===== src/rtl/mem_read_arbiter_if.sv =====
// Burst read channel bundle (address phase + data beats) shared by the
// requester ports and the memory port of mem_read_arbiter.
interface mem_read_arbiter_if #(
   parameter int ADDR_WIDTH = 32,
   parameter int DATA_WIDTH = 32
);
   logic [ADDR_WIDTH-1:0] araddr;
   logic                  arvalid;
   logic                  arready;
   logic [DATA_WIDTH-1:0] rdata;
   logic                  rvalid;
   logic                  rlast;
   logic                  rready;

   modport master (
      output araddr, arvalid, rready,
      input  arready, rdata, rvalid, rlast
   );

   modport slave (
      input  araddr, arvalid, rready,
      output arready, rdata, rvalid, rlast
   );
endinterface


===== src/rtl/mem_read_arbiter.sv =====
// Two-requester arbiter serialising whole line-refill bursts onto one memory read channel.
// Define ARB_ROUND_ROBIN_EN for round-robin ties; otherwise requester 1 (dcache) wins ties.
//
// state | meaning
// IDLE  | no burst owned; sample requests, latch winner address
// ADDR  | address presented to memory until m.arready
// DATA  | beats steered to the granted requester until the rlast handshake
module mem_read_arbiter #(
   parameter int ADDR_WIDTH     = 32,
   parameter int DATA_WIDTH     = 32,
   parameter int BEAT_CNT_WIDTH = 5
) (
   input  logic                      clk,
   input  logic                      rst,
   mem_read_arbiter_if.slave         s0,
   mem_read_arbiter_if.slave         s1,
   mem_read_arbiter_if.master        m,
   output logic                      busy,
   output logic                      grant_id,
   output logic [BEAT_CNT_WIDTH-1:0] beat_cnt
);

   typedef enum logic [1:0] {
      ST_IDLE = 2'd0,
      ST_ADDR = 2'd1,
      ST_DATA = 2'd2
   } state_t;

   state_t                    state_r, state_nxt;
   logic [ADDR_WIDTH-1:0]     addr_r, addr_nxt;
   logic                      grant_r, grant_nxt;
   logic [BEAT_CNT_WIDTH-1:0] cnt_r, cnt_nxt;
   logic                      any_req;
   logic                      win_id;
   logic                      sel_rready;

   assign any_req = s0.arvalid | s1.arvalid;

`ifdef ARB_ROUND_ROBIN_EN
   logic last_grant_r;

   always_comb begin
      if (s0.arvalid && s1.arvalid) begin
         win_id = ~last_grant_r;
      end else begin
         win_id = s1.arvalid;
      end
   end

   always_ff @(posedge clk) begin
      if (rst) begin
         last_grant_r <= 1'b1;
      end else if (state_r == ST_IDLE && any_req) begin
         last_grant_r <= win_id;
      end
   end
`else
   // A lone s0 request yields 0; any s1 request (alone or tied) yields 1.
   assign win_id = s1.arvalid;
`endif

   always_ff @(posedge clk) begin
      if (rst) begin
         state_r <= ST_IDLE;
         addr_r  <= '0;
         grant_r <= 1'b0;
         cnt_r   <= '0;
      end else begin
         state_r <= state_nxt;
         addr_r  <= addr_nxt;
         grant_r <= grant_nxt;
         cnt_r   <= cnt_nxt;
      end
   end

   always_comb begin
      state_nxt  = state_r;
      addr_nxt   = addr_r;
      grant_nxt  = grant_r;
      cnt_nxt    = cnt_r;
      sel_rready = 1'b0;

      m.araddr   = '0;
      m.arvalid  = 1'b0;
      m.rready   = 1'b0;
      s0.arready = 1'b0;
      s1.arready = 1'b0;
      s0.rdata   = '0;
      s1.rdata   = '0;
      s0.rvalid  = 1'b0;
      s1.rvalid  = 1'b0;
      s0.rlast   = 1'b0;
      s1.rlast   = 1'b0;

      case (state_r)
         ST_IDLE: begin
            cnt_nxt = '0;
            if (any_req) begin
               state_nxt = ST_ADDR;
               grant_nxt = win_id;
               addr_nxt  = win_id ? s1.araddr : s0.araddr;
            end
         end

         ST_ADDR: begin
            // The request is committed: a requester dropping arvalid does not abort it.
            m.arvalid = 1'b1;
            m.araddr  = addr_r;
            if (grant_r) begin
               s1.arready = m.arready;
            end else begin
               s0.arready = m.arready;
            end
            if (m.arready) begin
               state_nxt = ST_DATA;
            end
         end

         ST_DATA: begin
            if (grant_r) begin
               s1.rdata   = m.rdata;
               s1.rvalid  = m.rvalid;
               s1.rlast   = m.rlast;
               sel_rready = s1.rready;
            end else begin
               s0.rdata   = m.rdata;
               s0.rvalid  = m.rvalid;
               s0.rlast   = m.rlast;
               sel_rready = s0.rready;
            end
            m.rready = sel_rready;
            if (m.rvalid && sel_rready) begin
               if (cnt_r != {BEAT_CNT_WIDTH{1'b1}}) begin
                  cnt_nxt = cnt_r + 1'b1;
               end
               if (m.rlast) begin
                  state_nxt = ST_IDLE;
               end
            end
         end

         default: begin
            state_nxt = ST_IDLE;
         end
      endcase
   end

   assign busy     = (state_r != ST_IDLE);
   assign grant_id = busy & grant_r;
   assign beat_cnt = cnt_r;

endmodule

===== src/flat_wrapper.sv =====
// flat-port wrapper written by rule: the top's interface ports become plain ports
module mem_read_arbiter_flat 
#(
   parameter int ADDR_WIDTH     = 32,
   parameter int DATA_WIDTH     = 32,
   parameter int BEAT_CNT_WIDTH = 5
)
  (clk, rst, busy, grant_id, beat_cnt, s0_araddr, s0_arvalid, s0_rready, s0_arready, s0_rdata, s0_rvalid, s0_rlast, s1_araddr, s1_arvalid, s1_rready, s1_arready, s1_rdata, s1_rvalid, s1_rlast, m_araddr, m_arvalid, m_rready, m_arready, m_rdata, m_rvalid, m_rlast);
  mem_read_arbiter_if #(.ADDR_WIDTH(ADDR_WIDTH), .DATA_WIDTH(DATA_WIDTH)) s0_i ();
  mem_read_arbiter_if #(.ADDR_WIDTH(ADDR_WIDTH), .DATA_WIDTH(DATA_WIDTH)) s1_i ();
  mem_read_arbiter_if #(.ADDR_WIDTH(ADDR_WIDTH), .DATA_WIDTH(DATA_WIDTH)) m_i ();
  input  logic clk;
  input  logic rst;
  output logic busy;
  output logic grant_id;
  output logic [BEAT_CNT_WIDTH-1:0] beat_cnt;
  input wire logic [$bits(s0_i.araddr)-1:0] s0_araddr;
  input wire logic [$bits(s0_i.arvalid)-1:0] s0_arvalid;
  input wire logic [$bits(s0_i.rready)-1:0] s0_rready;
  output wire logic [$bits(s0_i.arready)-1:0] s0_arready;
  output wire logic [$bits(s0_i.rdata)-1:0] s0_rdata;
  output wire logic [$bits(s0_i.rvalid)-1:0] s0_rvalid;
  output wire logic [$bits(s0_i.rlast)-1:0] s0_rlast;
  input wire logic [$bits(s1_i.araddr)-1:0] s1_araddr;
  input wire logic [$bits(s1_i.arvalid)-1:0] s1_arvalid;
  input wire logic [$bits(s1_i.rready)-1:0] s1_rready;
  output wire logic [$bits(s1_i.arready)-1:0] s1_arready;
  output wire logic [$bits(s1_i.rdata)-1:0] s1_rdata;
  output wire logic [$bits(s1_i.rvalid)-1:0] s1_rvalid;
  output wire logic [$bits(s1_i.rlast)-1:0] s1_rlast;
  output wire logic [$bits(m_i.araddr)-1:0] m_araddr;
  output wire logic [$bits(m_i.arvalid)-1:0] m_arvalid;
  output wire logic [$bits(m_i.rready)-1:0] m_rready;
  input wire logic [$bits(m_i.arready)-1:0] m_arready;
  input wire logic [$bits(m_i.rdata)-1:0] m_rdata;
  input wire logic [$bits(m_i.rvalid)-1:0] m_rvalid;
  input wire logic [$bits(m_i.rlast)-1:0] m_rlast;
  assign s0_i.araddr = s0_araddr;
  assign s0_i.arvalid = s0_arvalid;
  assign s0_i.rready = s0_rready;
  assign s0_arready = s0_i.arready;
  assign s0_rdata = s0_i.rdata;
  assign s0_rvalid = s0_i.rvalid;
  assign s0_rlast = s0_i.rlast;
  assign s1_i.araddr = s1_araddr;
  assign s1_i.arvalid = s1_arvalid;
  assign s1_i.rready = s1_rready;
  assign s1_arready = s1_i.arready;
  assign s1_rdata = s1_i.rdata;
  assign s1_rvalid = s1_i.rvalid;
  assign s1_rlast = s1_i.rlast;
  assign m_araddr = m_i.araddr;
  assign m_arvalid = m_i.arvalid;
  assign m_rready = m_i.rready;
  assign m_i.arready = m_arready;
  assign m_i.rdata = m_rdata;
  assign m_i.rvalid = m_rvalid;
  assign m_i.rlast = m_rlast;
  mem_read_arbiter #(.ADDR_WIDTH(ADDR_WIDTH), .DATA_WIDTH(DATA_WIDTH), .BEAT_CNT_WIDTH(BEAT_CNT_WIDTH)) u_core (.clk(clk), .rst(rst), .s0(s0_i), .s1(s1_i), .m(m_i), .busy(busy), .grant_id(grant_id), .beat_cnt(beat_cnt));
endmodule

===== config.mk =====
export PLATFORM = sky130hd
export DESIGN_NAME = mem_read_arbiter_flat
export DESIGN_NICKNAME = d
export VERILOG_FILES = /design/src/rtl/mem_read_arbiter_if.sv /design/src/rtl/mem_read_arbiter.sv /design/src/flat_wrapper.sv
export SDC_FILE = /design/constraint.sdc
export NUM_CORES = 1
export LEC_CHECK = 0
export ABC_AREA = 1
export CORE_MARGIN = 5
export CORE_UTILIZATION = 34
export CTS_BUF_LIST = sky130_fd_sc_hd__clkbuf_8
export CTS_CLUSTER_SIZE = 24
export DETAILED_ROUTE_END_ITERATION = 8
export GPL_TIMING_DRIVEN = 0
export PLACE_DENSITY = 0.84
export SLEW_MARGIN = 40
export SYNTH_ARGS = -nofsm -noshare
export SYNTH_HDL_FRONTEND = slang
export SYNTH_SLANG_ARGS = --single-unit

===== constraint.sdc =====
create_clock -name clk -period 1.71 [get_ports clk]
set_input_delay 0.342 -clock clk [delete_from_list [all_inputs] [get_ports clk]]
set_output_delay 0.342 -clock clk [all_outputs]
set_load 0.02 [all_outputs]

==> out/qor.yml, run 1 <==
worst_setup_path:
  ff2ff_path_depth: 10
  cpPeakStageDelay_ns: 0.36
  reg2reg_slack_ns: 0.19
  crit_top_cell: "buf_6"
  r2r_end: "u_core.beat_cnt[1]"
  cp_top_family: "buffers and inverters"
  r2r_start: "u_core.beat_cnt[0]"
  cpMaxStageDelayCell: "dfxtp_4"
  cp-end-kind: "output port"
  endpoint: "s1_rdata[24]"
  critPathKind: "flip-flop to output port"
  cp_cell_sequence: "inv_6, nand2_8, clkinv_8, nand2_8, buf_6, buf_6, nor2_4, buf_6"
  start_kind: "flip-flop"
  crit_fanout: 6
  arrival_ns: 1.44
  required_ns: 1.37
  critPathBufInv: 5
  crit_cells: 8
  crit_path_start: "u_core.state_r[0]"
clocking:
  clock-root-buffer: "clkbuf_8"
  cts_tree: "done"
  clk_pin_slew_ns: 0.08
  numClockSinks: 40
  cts_max_level: 2
  clockBufferDepth: 2
  clock_latency_ns: 0.29
  cts_buffers: 5
synth:
  async_flop_share_pct: 0
  synth_area_mm2: 0.00268
  synth.most_common_cell: "nor2_1"
  synth_common_cells: "nor2_1, inv_1, nand2_1"
  synth.area.top_cells: "dfxtp_1, nor2_1, inv_1"
  syn-mean-instance-area_um2: 5.70
  synthFlopType: "dfxtp_1"
  postSynthRegisterBits: 40
  ys_warn_count: 0
  synth_top_cell_area_share_pct: 29.9
  synth_edf_count: 0
  ys_seq_area_share_pct: 29.9
  syn-instance-count: 470
  syn-num-nets: 577
  yosys.area.top_type: "dfxtp_1"
  synthDistinctLibCells: 23
min_path:
  hold_class: "flip-flop to flip-flop"
placement:
  routabilityCongestion: 0.946
  dp_hpwl_um: 9430
  dp.cells: 786
  port_buffers: 214
  dpl-instance-area_mm2: 0.00495
timing:
  fmax_mhz: 561
  fin_crit_sh_pct: 104
  fin_tns_setup_ns: -1.30
  worst_pin_slew_ns: 0.394
  finalSetupViolCount: 40
  report.final.slew_viol_count: 0
  finalHoldViolations: 0
  fin_ws_ns: -0.0731
  clock_skew_ns: 0.00752
  rsz0062_at_grt: "true"
  period_minus_slack_ns: 1.78
  max_slew_margin_pct: 73.8
layout:
  drive_gt1_share_pct: 32.9
  diodes: 0
  syn2layout_area_growth_pct: 119
  fin_nets: 821
  stdcell_count: 817
  final_area_mm2: 0.00588
grt:
  grt_pass1_wl_um: 18000
  grt_use_total_pct: 22.8
  antenna_found_initial: 0
  gr-total-overflow: 0
  grt_pass1_vias: 3716
  grt_max_degree: 13
power_and_ir_drop:
  p_leak_nw: 2.80
  peakVddDrop_mv: 0.414
  p_per_area_mw_per_mm2: 594
floorplan:
  die_h_um: 98.8
  die_x_um: 98.8
  die_area_mm2: 0.00976
  rows: 32
  start_util_pct: 34.9
  io_pins: 216
  core_mm2: 0.00769
detailed_routing:
  ant_nets: 0
  drt-initial-drc-count: 117
  drc_errors: 0
  wirelength_um: 13000
  vias_per_cell: 4.71
  num_vias: 3850
  wl_per_cell_um: 15.9
  drtPass1Iterations: 4
run_status:
  status: "finished with violations"
  violations: "negative setup slack"
run:
  drv_cap: 0
-- state kept, by name (all words and copies together) (netlist names) --
| name | flops |
|---|---|
| u_core.state_r | 2 |
| u_core.addr_r | 32 |
| u_core.grant_r | 1 |
| u_core.beat_cnt | 5 |
-- kinds of logic (layout without fill, tap and decap cells) --
family	count (synthesis)	in the layout	synth area share (%)
buf+inv	138	381	22.0
simple gates	187	189	27.6
fa+ha+maj	2	2	0.933
flops	40	40	29.9
compound gates	103	103	19.6
-- power breakdown --
group / total, mW / internal [mW] / leakage, nW / switching [mW]
sequential: 1.10 / 1.05 / 0.333 / 0.0544
combinational: 1.55 / 0.721 / 2.40 / 0.827
clock: 0.839 / 0.515 / 0.0645 / 0.324
total: 3.49 / 2.28 / 2.80 / 1.21
-- per-layer routing --
| layer | vias to the layer above | part of all wire (%) | GRT usage [%] | wire length [um] |
|---|---|---|---|---|
| met5 | - | 0 | 0 | 0 |
| met4 | 0 | 2.7 | 8.09 | 354 |
| met3 | 24 | 9.2 | 8.35 | 1200 |
| met2 | 188 | 52 | 42.1 | 6800 |
| met1 | 1749 | 36 | 23.4 | 4640 |
| li1 | 1889 | - | - | - |
-- worst register-to-register path: cells and delay by family (launching register included) --
family	cells	cell delay [ns]
fa+ha+maj	2	0.40
flops	1	0.34
simple gates	8	0.69
-- cell type report --
class                      count  area [um^2]
buffer                        26          240
sequential                    40          812
clock inverter                 1         30.0
inverter                     112          445
clock buffer                   7         96.3
multi-input combinational    294         1760
fill                         545         1810
timing repair buffer         235         2360
tap                          102          128
-- through the flow --
stage / worst slack, ns / hold WS (ns) / total power [mW] / utilization (%)
4_1_cts: -0.147 / 0.455 / 3.21 / 67.2
5_1_grt: -0.138 / 0.463 / 3.67 / 76.4
6_report: -0.0731 / 0.453 / 3.49 / 76.4
3_5_place_dp: -0.389 / 0.444 / 2.32 / 64.4
3_3_place_gp: -0.361 / 0.438 / 2.29 / 64.4
2_1_floorplan: 0.104 / 0.411 / 1.72 / -
-- cells in the final DEF (no fill, tap or decap), types with 4 or more instances in the layout --
cell / Yosys / layout
a21oi_1: 36 / 36
buf_12: 0 / 4
buf_2: 15 / 15
buf_4: 0 / 51
buf_6: 7 / 69
clkbuf_1: 4 / 4
clkbuf_8: 0 / 7
clkdlybuf4s50_1: 0 / 107
dfxtp_1: 40 / 37
inv_1: 108 / 108
nand2_1: 56 / 56
nand3_1: 5 / 5
nor2_1: 117 / 55
nor2_2: 1 / 13
nor2_4: 1 / 51
o21ai_0: 54 / 54
o21ai_1: 10 / 10
-- worst min-delay path by stage --
stage / from / endpoint / slack [ns] / cells past startpoint
floorplan: rst / u_core.beat_cnt[2] / 0.41 / 1
global route: u_core.addr_r[31] / u_core.addr_r[31] / 0.46 / 2
finish: u_core.addr_r[0] / u_core.addr_r[0] / 0.45 / 2
CTS: u_core.addr_r[6] / u_core.addr_r[6] / 0.45 / 2
detailed placement: u_core.addr_r[0] / u_core.addr_r[0] / 0.44 / 2
global placement: u_core.addr_r[27] / u_core.addr_r[27] / 0.44 / 2
-- repair_timing --
item,CTS,global route
endpoints found under the setup margin,106,102
buffers inserted,3,10
pin swaps,0,5
cloned,7,3
hold buffers,0,0
gates resized for setup,561,182
Note: power is estimated with default switching activity, not from simulation.
==> run 2: changes to the inputs <==
- CORE_UTILIZATION: 34 -> 30
- CTS_BUF_LIST: sky130_fd_sc_hd__clkbuf_8 -> default
- PLACE_DENSITY: 0.84 -> 0.79
- clock period: 1.71 -> 1.4 ns (I/O delays scaled with it)
==> out/qor.yml, run 2 (same netlist as run 1, synthesis figures left out) <==
detailed_routing:
  drt-initial-drc-count: 115
  wirelength_um: 14200
  ant_nets: 0
  vias_per_cell: 4.80
  drc_errors: 0
  num_vias: 3948
  drtPass1Iterations: 4
  wl_per_cell_um: 17.2
grt:
  grt_pass1_wl_um: 19500
  grt_pass1_vias: 3962
  gr-total-overflow: 0
  grt_use_total_pct: 21.6
  grt_max_degree: 13
  antenna_found_initial: 0
timing:
  finalHoldViolations: 0
  max_slew_margin_pct: 70.2
  worst_pin_slew_ns: 0.442
  fin_ws_ns: -0.281
  report.final.slew_viol_count: 0
  finalSetupViolCount: 137
  period_minus_slack_ns: 1.68
  rsz0062_at_grt: "true"
  fin_crit_sh_pct: 120
  fmax_mhz: 595
  fin_tns_setup_ns: -25.76
  clock_skew_ns: 0.0113
worst_setup_path:
  critPathKind: "flip-flop to output port"
  ff2ff_path_depth: 9
  crit_path_start: "u_core.state_r[0]"
  cpPeakStageDelay_ns: 0.36
  crit_cells: 7
  reg2reg_slack_ns: -0.13
  required_ns: 1.12
  cpMaxStageDelayCell: "dfxtp_4"
  r2r_end: "u_core.addr_r[15]"
  cp_top_family: "buffers and inverters"
  arrival_ns: 1.40
  cp_cell_sequence: "inv_4, nand2_4, inv_8, nand2_8, buf_12, nor2_2, buf_6"
  critPathBufInv: 4
  endpoint: "s0_rdata[29]"
  cp-end-kind: "output port"
  crit_fanout: 10
  start_kind: "flip-flop"
  r2r_start: "u_core.state_r[0]"
layout:
  ff_latch_area_um2: 817
  diodes: 0
  multiInputGateArea_mm2: 0.00220
  fill_cells: 612
  syn2layout_area_growth_pct: 144
  final_common_cell: "inv_1"
  mostFrequentLayoutCells: "inv_1, clkdlybuf4s50_1, buf_6, nor2_4, nand2_1"
  largest_reg_flops: 32
  utilization_pct: 75.1
  fin_nets: 821
  drive_gt1_share_pct: 45.4
  top_register: "u_core.addr_r"
run:
  drv_cap: 0
floorplan:
  rows: 34
  die_x_um: 105
  io_pins: 216
  die_area_mm2: 0.0109
  core_mm2: 0.00872
  die_h_um: 105
  start_util_pct: 30.7
placement:
  port_buffers: 214
  dp_hpwl_um: 10200
  routabilityCongestion: 0.886
power_and_ir_drop:
  peakVddDrop_mv: 0.472
  clockPowerShare_pct: 23.2
  p_leak_nw: 2.90
  power_switching_mw: 1.70
  swShare_pct: 35.7
  p_comb_share_pct: 48.6
  p_per_area_mw_per_mm2: 729
  power_frac_seq_pct: 28.2
  p_int_mw: 3.07
run_status:
  status: "finished with violations"
  violations: "negative setup slack"
clocking:
  clock-root-buffer: "clkbuf_8"
  cts_tree: "done"
  numClockSinks: 40
  clk_pin_slew_ns: 0.08
  clockBufferDepth: 2
  cts_max_level: 2
  clock_latency_ns: 0.29
  cts_buffers: 5
min_path:
  worstHoldStart: "s1_arvalid"
  hold_class: "input port to flip-flop"
==> run 2: cell count changes in the layout (fill, tap and decap cells not counted), sizes merged, moves of 2 or more <==
cell and delta:
inv +2, dlygate4sd2 +3, clkdlybuf4s50 -4, clkinv -2
==> run 2: worst min-delay path by stage <==
stage / slack (ns) / depth (start not counted) / endpoint
2_1_floorplan: 0.35 / 1 / u_core.beat_cnt[2]
6_report: 0.45 / 4 / u_core.grant_r
4_1_cts: 0.43 / 5 / u_core.addr_r[20]
3_5_place_dp: 0.46 / 2 / u_core.addr_r[0]
5_1_grt: 0.48 / 4 / u_core.grant_r
3_3_place_gp: 0.44 / 2 / u_core.addr_r[0]
==> run 2: worst register-to-register path, delay by kind of cell (launching register included) <==
kind / cells / cell delay [ns]
compound gates: 3 / 0.26
flops: 1 / 0.36
buf+inv: 5 / 0.67
simple gates: 1 / 0.12
==> run 2: stage by stage <==
step | setup WS [ns] | std cells | hold WS [ns] | cell area (um^2) | power, mW
after floorplan | -0.0567 | 470 | 0.349 | 3070 | 2.31
after global placement | -0.630 | 792 | 0.444 | 5350 | 3.01
after detailed placement | -0.655 | 792 | 0.458 | 5350 | 3.05
after CTS | -0.249 | 803 | 0.433 | 5540 | 4.21
after global routing | -0.320 | 822 | 0.483 | 6550 | 5.00
final | -0.281 | 822 | 0.452 | 6550 | 4.77
==> run 2: final cells by class <==
type | count | share of cell area, %
repair buffers | 236 | 38.0
clock inverters | 2 | 0.918
inverters | 112 | 6.69
well taps | 108 | 2.06
flip-flops and latches | 40 | 12.5
plain buffers | 26 | 5.20
multi-input cells | 293 | 33.6
clock buffers | 5 | 1.05
==> run 2: what timing repair did <==
item | CTS | global route
hold buffers | 0 | 0
pin swaps | 0 | 18
setup buffers | 3 | 11
cloned | 1 | 8
setup endpoints to repair | 125 | 130
resized for setup | 600 | 228
==> run 2: power by group through the flow <==
stage / Clock (mW) / Sequential [mW] / Combinational [mW]
2_1_floorplan: 0 / 1.36 / 0.945
3_3_place_gp: 0 / 1.36 / 1.65
3_5_place_dp: 0 / 1.36 / 1.69
4_1_cts: 1.12 / 1.34 / 1.74
5_1_grt: 1.18 / 1.36 / 2.46
6_report: 1.11 / 1.35 / 2.32
==> run 2: per-layer routing <==
layer	vias up	track usage (%)	share of wire, %
li1	1891	-	-
met1	1855	22.3	35
met2	176	42.5	55
met3	26	5.80	6.9
met4	0	5.74	2.3
met5	-	0	0
